`src/rtl/avg_pkg.sv`:
```
// Shared opcode, state and decode helpers for the AVG vector fetch/sequencing engine.
package avg_pkg;

  localparam logic [2:0] OP_VCTR   = 3'd0;
  localparam logic [2:0] OP_HALT   = 3'd1;
  localparam logic [2:0] OP_SVEC   = 3'd2;
  localparam logic [2:0] OP_STAT   = 3'd3;
  localparam logic [2:0] OP_CENTER = 3'd4;
  localparam logic [2:0] OP_JSR    = 3'd5;
  localparam logic [2:0] OP_RTS    = 3'd6;
  localparam logic [2:0] OP_JMP    = 3'd7;

  typedef enum logic [3:0] {
    IDLE,
    L0,
    L1,
    W1,
    L2,
    L3,
    W3,
    EX,
    ERR
  } avg_state_e;

  // Instruction length in bytes; only VCTR carries the extra two bytes.
  function automatic logic [2:0] instr_len(input logic [2:0] opc);
    return (opc == OP_VCTR) ? 3'd4 : 3'd2;
  endfunction

  // Opcodes that are handed to the vector datapath rather than resolved here.
  function automatic logic is_draw(input logic [2:0] opc);
    return (opc == OP_VCTR) || (opc == OP_SVEC) ||
           (opc == OP_STAT) || (opc == OP_CENTER);
  endfunction

endpackage

```
`src/rtl/avg_ret_stack.sv`:
```
// Return-address LIFO for JSR/RTS; occupancy is exported so the sequencer can flag faults.
module avg_ret_stack #(
  parameter int unsigned DEPTH = 4,
  parameter int unsigned W     = 14,
  localparam int unsigned CW   = $clog2(DEPTH + 1)
) (
  input  logic          state_clk_not,
  input  logic          DISRST_not,
  input  logic          clr,
  input  logic          push,
  input  logic          pop,
  input  logic [W-1:0]  din,
  output logic [W-1:0]  dout,
  output logic          full,
  output logic          empty,
  output logic [CW-1:0] count
);

  localparam int unsigned AW = (DEPTH > 1) ? $clog2(DEPTH) : 1;

  logic [W-1:0]  mem_q [0:(1 << AW) - 1];
  logic [CW-1:0] count_q;
  logic [CW-1:0] top_idx;
  logic          do_push;
  logic          do_pop;

  assign full    = (count_q == CW'(DEPTH));
  assign empty   = (count_q == '0);
  assign count   = count_q;
  assign do_push = push && !full && !clr;
  assign do_pop  = pop && !empty && !clr;
  assign top_idx = count_q - CW'(1);
  assign dout    = empty ? '0 : mem_q[top_idx[AW-1:0]];

  always_ff @(posedge state_clk_not or negedge DISRST_not) begin
    if (!DISRST_not) begin
      count_q <= '0;
    end else if (clr) begin
      count_q <= '0;
    end else if (do_push) begin
      count_q <= count_q + CW'(1);
    end else if (do_pop) begin
      count_q <= count_q - CW'(1);
    end
  end

  // Entry contents need no reset: occupancy alone defines what is valid.
  always_ff @(posedge state_clk_not) begin
    if (do_push) begin
      mem_q[count_q[AW-1:0]] <= din;
    end
  end

endmodule

```
`src/rtl/avg_fetch_seq.sv`:
```
// AVG instruction fetch/sequencing engine: byte fetch, instruction assembly,
// internal flow control via a return stack, and valid/ready hand-off of drawing ops.
module avg_fetch_seq
  import avg_pkg::*;
#(
  parameter int unsigned       ADDR_W      = 14,
  parameter int unsigned       STACK_DEPTH = 4,
  parameter logic [ADDR_W-1:0] START_ADDR  = '0
) (
  input  logic                               state_clk_not,
  input  logic                               DISRST_not,
  input  logic                               vggo,
  input  logic                               abort,
  output logic                               mem_rd,
  output logic [ADDR_W-1:0]                  mem_addr,
  input  logic [7:0]                         mem_data,
  output logic [3:0]                         latch_stb,
  output logic [31:0]                        instr,
  output logic [2:0]                         op,
  output logic                               instr_valid,
  input  logic                               instr_ready,
  output logic                               busy,
  output logic                               halted,
  output logic                               err,
  output logic [$clog2(STACK_DEPTH+1)-1:0]   sp
);

  avg_state_e        state_q, state_d;
  logic [ADDR_W-1:0] pc_q, pc_d;
  logic [31:0]       instr_q, instr_d;
  logic              err_q, err_d;

  logic              stk_push, stk_pop, stk_clr;
  logic              stk_full, stk_empty;
  logic [ADDR_W-1:0] stk_dout;
  logic [ADDR_W-1:0] ret_addr;
  logic [ADDR_W-1:0] target;
  logic [13:0]       tgt_byte;
  logic [2:0]        op_w;

  assign op_w     = instr_q[15:13];
  assign tgt_byte = {instr_q[12:8], instr_q[7:0], 1'b0};
  assign target   = ADDR_W'(tgt_byte);
  assign ret_addr = pc_q + ADDR_W'(2);

  avg_ret_stack #(
    .DEPTH (STACK_DEPTH),
    .W     (ADDR_W)
  ) u_stack (
    .state_clk_not (state_clk_not),
    .DISRST_not    (DISRST_not),
    .clr           (stk_clr),
    .push          (stk_push),
    .pop           (stk_pop),
    .din           (ret_addr),
    .dout          (stk_dout),
    .full          (stk_full),
    .empty         (stk_empty),
    .count         (sp)
  );

  always_ff @(posedge state_clk_not or negedge DISRST_not) begin
    if (!DISRST_not) begin
      state_q <= IDLE;
      pc_q    <= '0;
      instr_q <= '0;
      err_q   <= 1'b0;
    end else begin
      state_q <= state_d;
      pc_q    <= pc_d;
      instr_q <= instr_d;
      err_q   <= err_d;
    end
  end

  always_comb begin
    state_d  = state_q;
    pc_d     = pc_q;
    instr_d  = instr_q;
    err_d    = err_q;
    stk_push = 1'b0;
    stk_pop  = 1'b0;
    stk_clr  = 1'b0;
    if (abort) begin
      state_d = IDLE;
    end else if (vggo) begin
      state_d = L0;
      pc_d    = START_ADDR;
      err_d   = 1'b0;
      stk_clr = 1'b1;
    end else begin
      unique case (state_q)
        IDLE: state_d = IDLE;
        L0:   state_d = L1;
        L1: begin
          // Clearing upper bytes here keeps b2/b3 zero for 2-byte instructions.
          instr_d = {24'h0, mem_data};
          state_d = W1;
        end
        W1: begin
          instr_d[15:8] = mem_data;
          state_d       = (mem_data[7:5] == OP_VCTR) ? L2 : EX;
        end
        L2: state_d = L3;
        L3: begin
          instr_d[23:16] = mem_data;
          state_d        = W3;
        end
        W3: begin
          instr_d[31:24] = mem_data;
          state_d        = EX;
        end
        EX: begin
          unique case (op_w)
            OP_HALT: state_d = IDLE;
            OP_JMP: begin
              pc_d    = target;
              state_d = L0;
            end
            OP_JSR: begin
              if (stk_full) begin
                err_d   = 1'b1;
                state_d = ERR;
              end else begin
                stk_push = 1'b1;
                pc_d     = target;
                state_d  = L0;
              end
            end
            OP_RTS: begin
              if (stk_empty) begin
                err_d   = 1'b1;
                state_d = ERR;
              end else begin
                stk_pop = 1'b1;
                pc_d    = stk_dout;
                state_d = L0;
              end
            end
            default: begin
              if (instr_ready) begin
                pc_d    = pc_q + ADDR_W'(instr_len(op_w));
                state_d = L0;
              end
            end
          endcase
        end
        ERR:     state_d = ERR;
        default: state_d = IDLE;
      endcase
    end
  end

  always_comb begin
    mem_rd      = 1'b0;
    mem_addr    = '0;
    latch_stb   = 4'b0000;
    instr_valid = 1'b0;
    busy        = (state_q != IDLE) && (state_q != ERR);
    halted      = (state_q == IDLE) || (state_q == ERR);
    unique case (state_q)
      L0: begin
        mem_rd   = 1'b1;
        mem_addr = pc_q;
      end
      L1: begin
        mem_rd       = 1'b1;
        mem_addr     = pc_q + ADDR_W'(1);
        latch_stb[0] = 1'b1;
      end
      W1: latch_stb[1] = 1'b1;
      L2: begin
        mem_rd   = 1'b1;
        mem_addr = pc_q + ADDR_W'(2);
      end
      L3: begin
        mem_rd       = 1'b1;
        mem_addr     = pc_q + ADDR_W'(3);
        latch_stb[2] = 1'b1;
      end
      W3: latch_stb[3] = 1'b1;
      EX: instr_valid = is_draw(op_w);
      default: ;
    endcase
  end

  assign instr = instr_q;
  assign op    = op_w;
  assign err   = err_q;

endmodule
```
`config.mk`:
```
export PLATFORM = sky130hd
export DESIGN_NAME = avg_fetch_seq
export DESIGN_NICKNAME = d
export VERILOG_FILES = /design/src/rtl/avg_pkg.sv /design/src/rtl/avg_ret_stack.sv /design/src/rtl/avg_fetch_seq.sv
export SDC_FILE = /design/constraint.sdc
export NUM_CORES = 1
export LEC_CHECK = 0
export CAP_MARGIN = 20
export CORE_MARGIN = 4
export CORE_UTILIZATION = 56
export DETAILED_ROUTE_END_ITERATION = 7
export GPL_TIMING_DRIVEN = 1
export PLACE_DENSITY = 0.79
export SETUP_SLACK_MARGIN = 0.02
export SLEW_MARGIN = 20
export SYNTH_ARGS = -nofsm -noshare
export SYNTH_HDL_FRONTEND = slang
export SYNTH_SLANG_ARGS = --single-unit
```
`constraint.sdc`:
```
create_clock -name state_clk_not -period 3.21 [get_ports state_clk_not]
set_input_delay 0.321 -clock state_clk_not [delete_from_list [all_inputs] [get_ports state_clk_not]]
set_output_delay 0.321 -clock state_clk_not [all_outputs]
set_load 0.005 [all_outputs]
```
==> impl_metrics.csv <==
group,metric,value,unit
routing,ant_nets,0,
cts,clk_pin_slew,110,ps
flow_run,drv_cap,0,
placed_design,place.gp.congestion,0.9399,
worst_setup_path,cp.required,2890,ps
placed_design,numPortBuffers,73,
synth,synthArstFlopShare,49.09,%
grt,grt_usage,26.52,%
routing,num_vias,4820,
finish,syn_to_final_growth,17.58,%
grt,overflow,0,
finish,final_common_cell,"nand2_1",
synth,synth-warning-count,0,
pwr,power_density,389.8,nW/um2
routing,first_pass_iters,5,
cts,htreeDepth,3,
worst_setup_path,cpPeakStageDelay,530,ps
floorplanning,dieArea,12560,um2
grt,antenna_found_initial,0,
worst_setup_path,cp.arrival,2690,ps
synth,synth_cells,575,
cts,ctsRootBufferMaster,"clkbuf_8",
routing,viasPerCell,6.179,
worst_setup_path,crit_path_start_kind,"flop",
finish,final_cell_mix,"nand2_1, clkdlybuf4s50_1, edfxtp_1, o21ai_0, dfrtp_1",
timing,fin_ws,197.8,ps
timing,period_needed,3012,ps
timing,finalCritPeriodShare,93.84,%
routing,wl_per_cell,20.72,um
timing,hold_viol,0,
cts,cts_setup_buffers,0,
cts,insertion_delay,390,ps
timing,max-slew-margin-rel,50.25,%
worst_setup_path,cp_max_fo,8,
timing,worst_slew_pin_slew,741.3,ps
routing,drtIter0Drc,421,
synth,synth-edff-count,56,
worst_setup_path,crit_slowest_cell,"clkdlybuf4s50_1",
worst_setup_path,critPathKind,"reg -> out",
synth,synth_top_area_share,27.73,%
floorplanning,die_h,112.1,um
timing,slew_viol_final,0,
floorplanning,die_width,112.1,um
cts,cts_tree,"yes",
timing,max_freq,0.3320,GHz
floorplanning,start_util,58.22,%
finish,drive_above_1_share,13.66,%
routing,wl_met1,6.999,mm
finish,nFillCells,803,
timing,setup_viol,0,
routing,routed_wl,16.16,mm
synth,syn_area,6065,um2
cts,clock-sinks,110,
finish,antenna_cells,0,
grt,grt_pass1_vias,4640,
placed_design,dpl.hpwl,11.54,mm
finish,nNetsFinal,662,
synth,synth_top_cell_by_area,"edfxtp_1",
synth,synth_cell_type_count,75,
floorplanning,num_io_pins,74,
synth,synth_seq_area_share,50.01,%
routing,drc,0,
floorplanning,core-area,10420,um2
status,outcome,"finished clean",
routing,routed.top_layer,"met4",
hold_path,min_path_type,"in -> async",
synth,ys_ff_latch,110,
worst_setup_path,cp-end-kind,"output pin",
floorplanning,rows,37,
pwr,max-vdd-ir-drop,0.3099,mV
cts,numCtsBuffers,9,
synth,synth.avg_cell_area,10.55,um2
grt,grt_pass1_wl,26.10,mm
grt,grt_max_degree,35,
synth,ys.flop_type,"edfxtp_1",
timing,rsz0062_at_grt,"no",
placed_design,place_ws,555.7,ps
synth,yosys-top-cells-area,"edfxtp_1, dfrtp_1, nand2_1",
timing,fin_skew,13.68,ps
routing,wl_met2,7.548,mm
routing,wl_met3,1.233,mm
cts,cts_buffer_depth,2,
synth,synth_nets,598,
worst_setup_path,crit_chain,"and4bb_2 -> xnor2_1 -> ha_1 -> a21oi_2 -> nand3b_4 -> o32ai_2 -> nor2_1 -> a31oi_1 -> clkdlybuf4s50_1",
pwr,power_leakage,2.757,nW
timing,setup_tns,0,ps
==> final timing paths <==
| kind | startpoint | end | slack [ps] | depth (start not counted) |
|---|---|---|---|---|
| max | state_q[1]$_DFFE_PN0P_ | mem_addr[8] | 200 | 9 |
| min | DISRST_not | instr[29]$_DFFE_PN0P_ | 430 | 2 |
| max reg2reg | instr[15]$_DFFE_PN0P_ | pc_q[5]$_DFFE_PN0P_ | 710 | 8 |
| min reg2reg | instr[25]$_DFFE_PN0P_ | instr[25]$_DFFE_PN0P_ | 490 | 2 |
| max in group asynchronous | DISRST_not | instr[12]$_DFFE_PN0P_ | 1930 | 3 |
| min in group state_clk_not | instr[25]$_DFFE_PN0P_ | instr[25]$_DFFE_PN0P_ | 490 | 2 |
==> cells by family (layout without fill, tap and decap cells) <==
logic type	Yosys count	count (layout)	synth area share (%)
AND/OR/NAND/NOR	219	219	18.77
AO/OA/AOI/OAI	136	136	14.42
flip-flops	110	110	50.01
buffers and inverters	55	124	4.952
multiplexers	25	25	6.767
XOR/XNOR	20	20	2.888
adder cells (fa/ha/maj)	10	10	2.187
==> final cells by class <==
cell class / count / area [um2] / area share, %
Inverter: 8 / 30.03 / 0.4211
Sequential cell: 110 / 3035 / 42.57
Clock buffer: 10 / 127.6 / 1.790
Clock inverter: 6 / 87.58 / 1.228
Timing Repair Buffer: 100 / 930.9 / 13.05
Multi-Input combinational cell: 410 / 2749 / 38.55
Tap cell: 136 / 170.2 / 2.386
==> registers in the layout (all words and copies together), names as in the netlist <==
| signal | cells |
|---|---|
| u_stack.mem_q | 56 |
| instr | 32 |
| pc_q | 14 |
| state_q | 4 |
| u_stack.count | 3 |
| err | 1 |
==> critical path, delay by kind of cell, from the launching register on <==
kind / cells / cell delay, ps
AND/OR/NAND/NOR: 3 / 600
flip-flops: 1 / 410
buffers and inverters: 1 / 530
adder cells (fa/ha/maj): 1 / 180
XOR/XNOR: 1 / 130
AO/OA/AOI/OAI: 3 / 440
==> routing by layer <==
layer	GRT usage, %	vias to the layer above
li1	-	2206
met1	38.87	2341
met2	41.25	248
met3	3.989	25
met4	8.333	0
met5	0	-
==> metrics by stage <==
step                power [W]  instance area (um2)  hold WS [ps]  cells  utilization (%)
floorplan            0.001742                 6065         25.41    575                -
global placement     0.001887                 6885         313.4    763            66.10
detailed placement   0.001898                 6885         326.2    763            66.10
CTS                  0.002783                 7111         443.5    780            68.26
global route         0.002879                 7131         445.9    780            68.46
finish               0.002780                 7131         428.8    780            68.46
==> where the power goes <==
group	leakage, nW	internal (W)	switching [W]
combinational	1.33	0.000144	0.000172
sequential	1.32	0.00152	0.0000389
clock	0.105	0.000385	0.000521
total	2.76	0.00205	0.000732
==> what timing repair did <==
| action | CTS | global route |
|---|---|---|
| hold buffers | 1 | 0 |
| endpoints found under the hold margin | 20 | 0 |
| setup endpoints to repair | 0 | 9 |
| gates resized for setup | 0 | 7 |
==> cells in the mapped netlist, types with 6 or more instances <==
cell      instances
a21o_1            6
a21oi_1          23
and2_1            8
buf_2            18
buf_4            11
clkbuf_1         10
dfrtp_1          54
edfxtp_1         56
ha_1              9
inv_1             8
mux2_2            6
mux4_2           12
nand2_1          74
nand2b_1         11
nand3_1          15
nor2_1           51
nor2b_1           8
nor3_1           10
o21ai_0          53
xnor2_1          10
xor2_1           10
(Power assumes the default switching activity.)
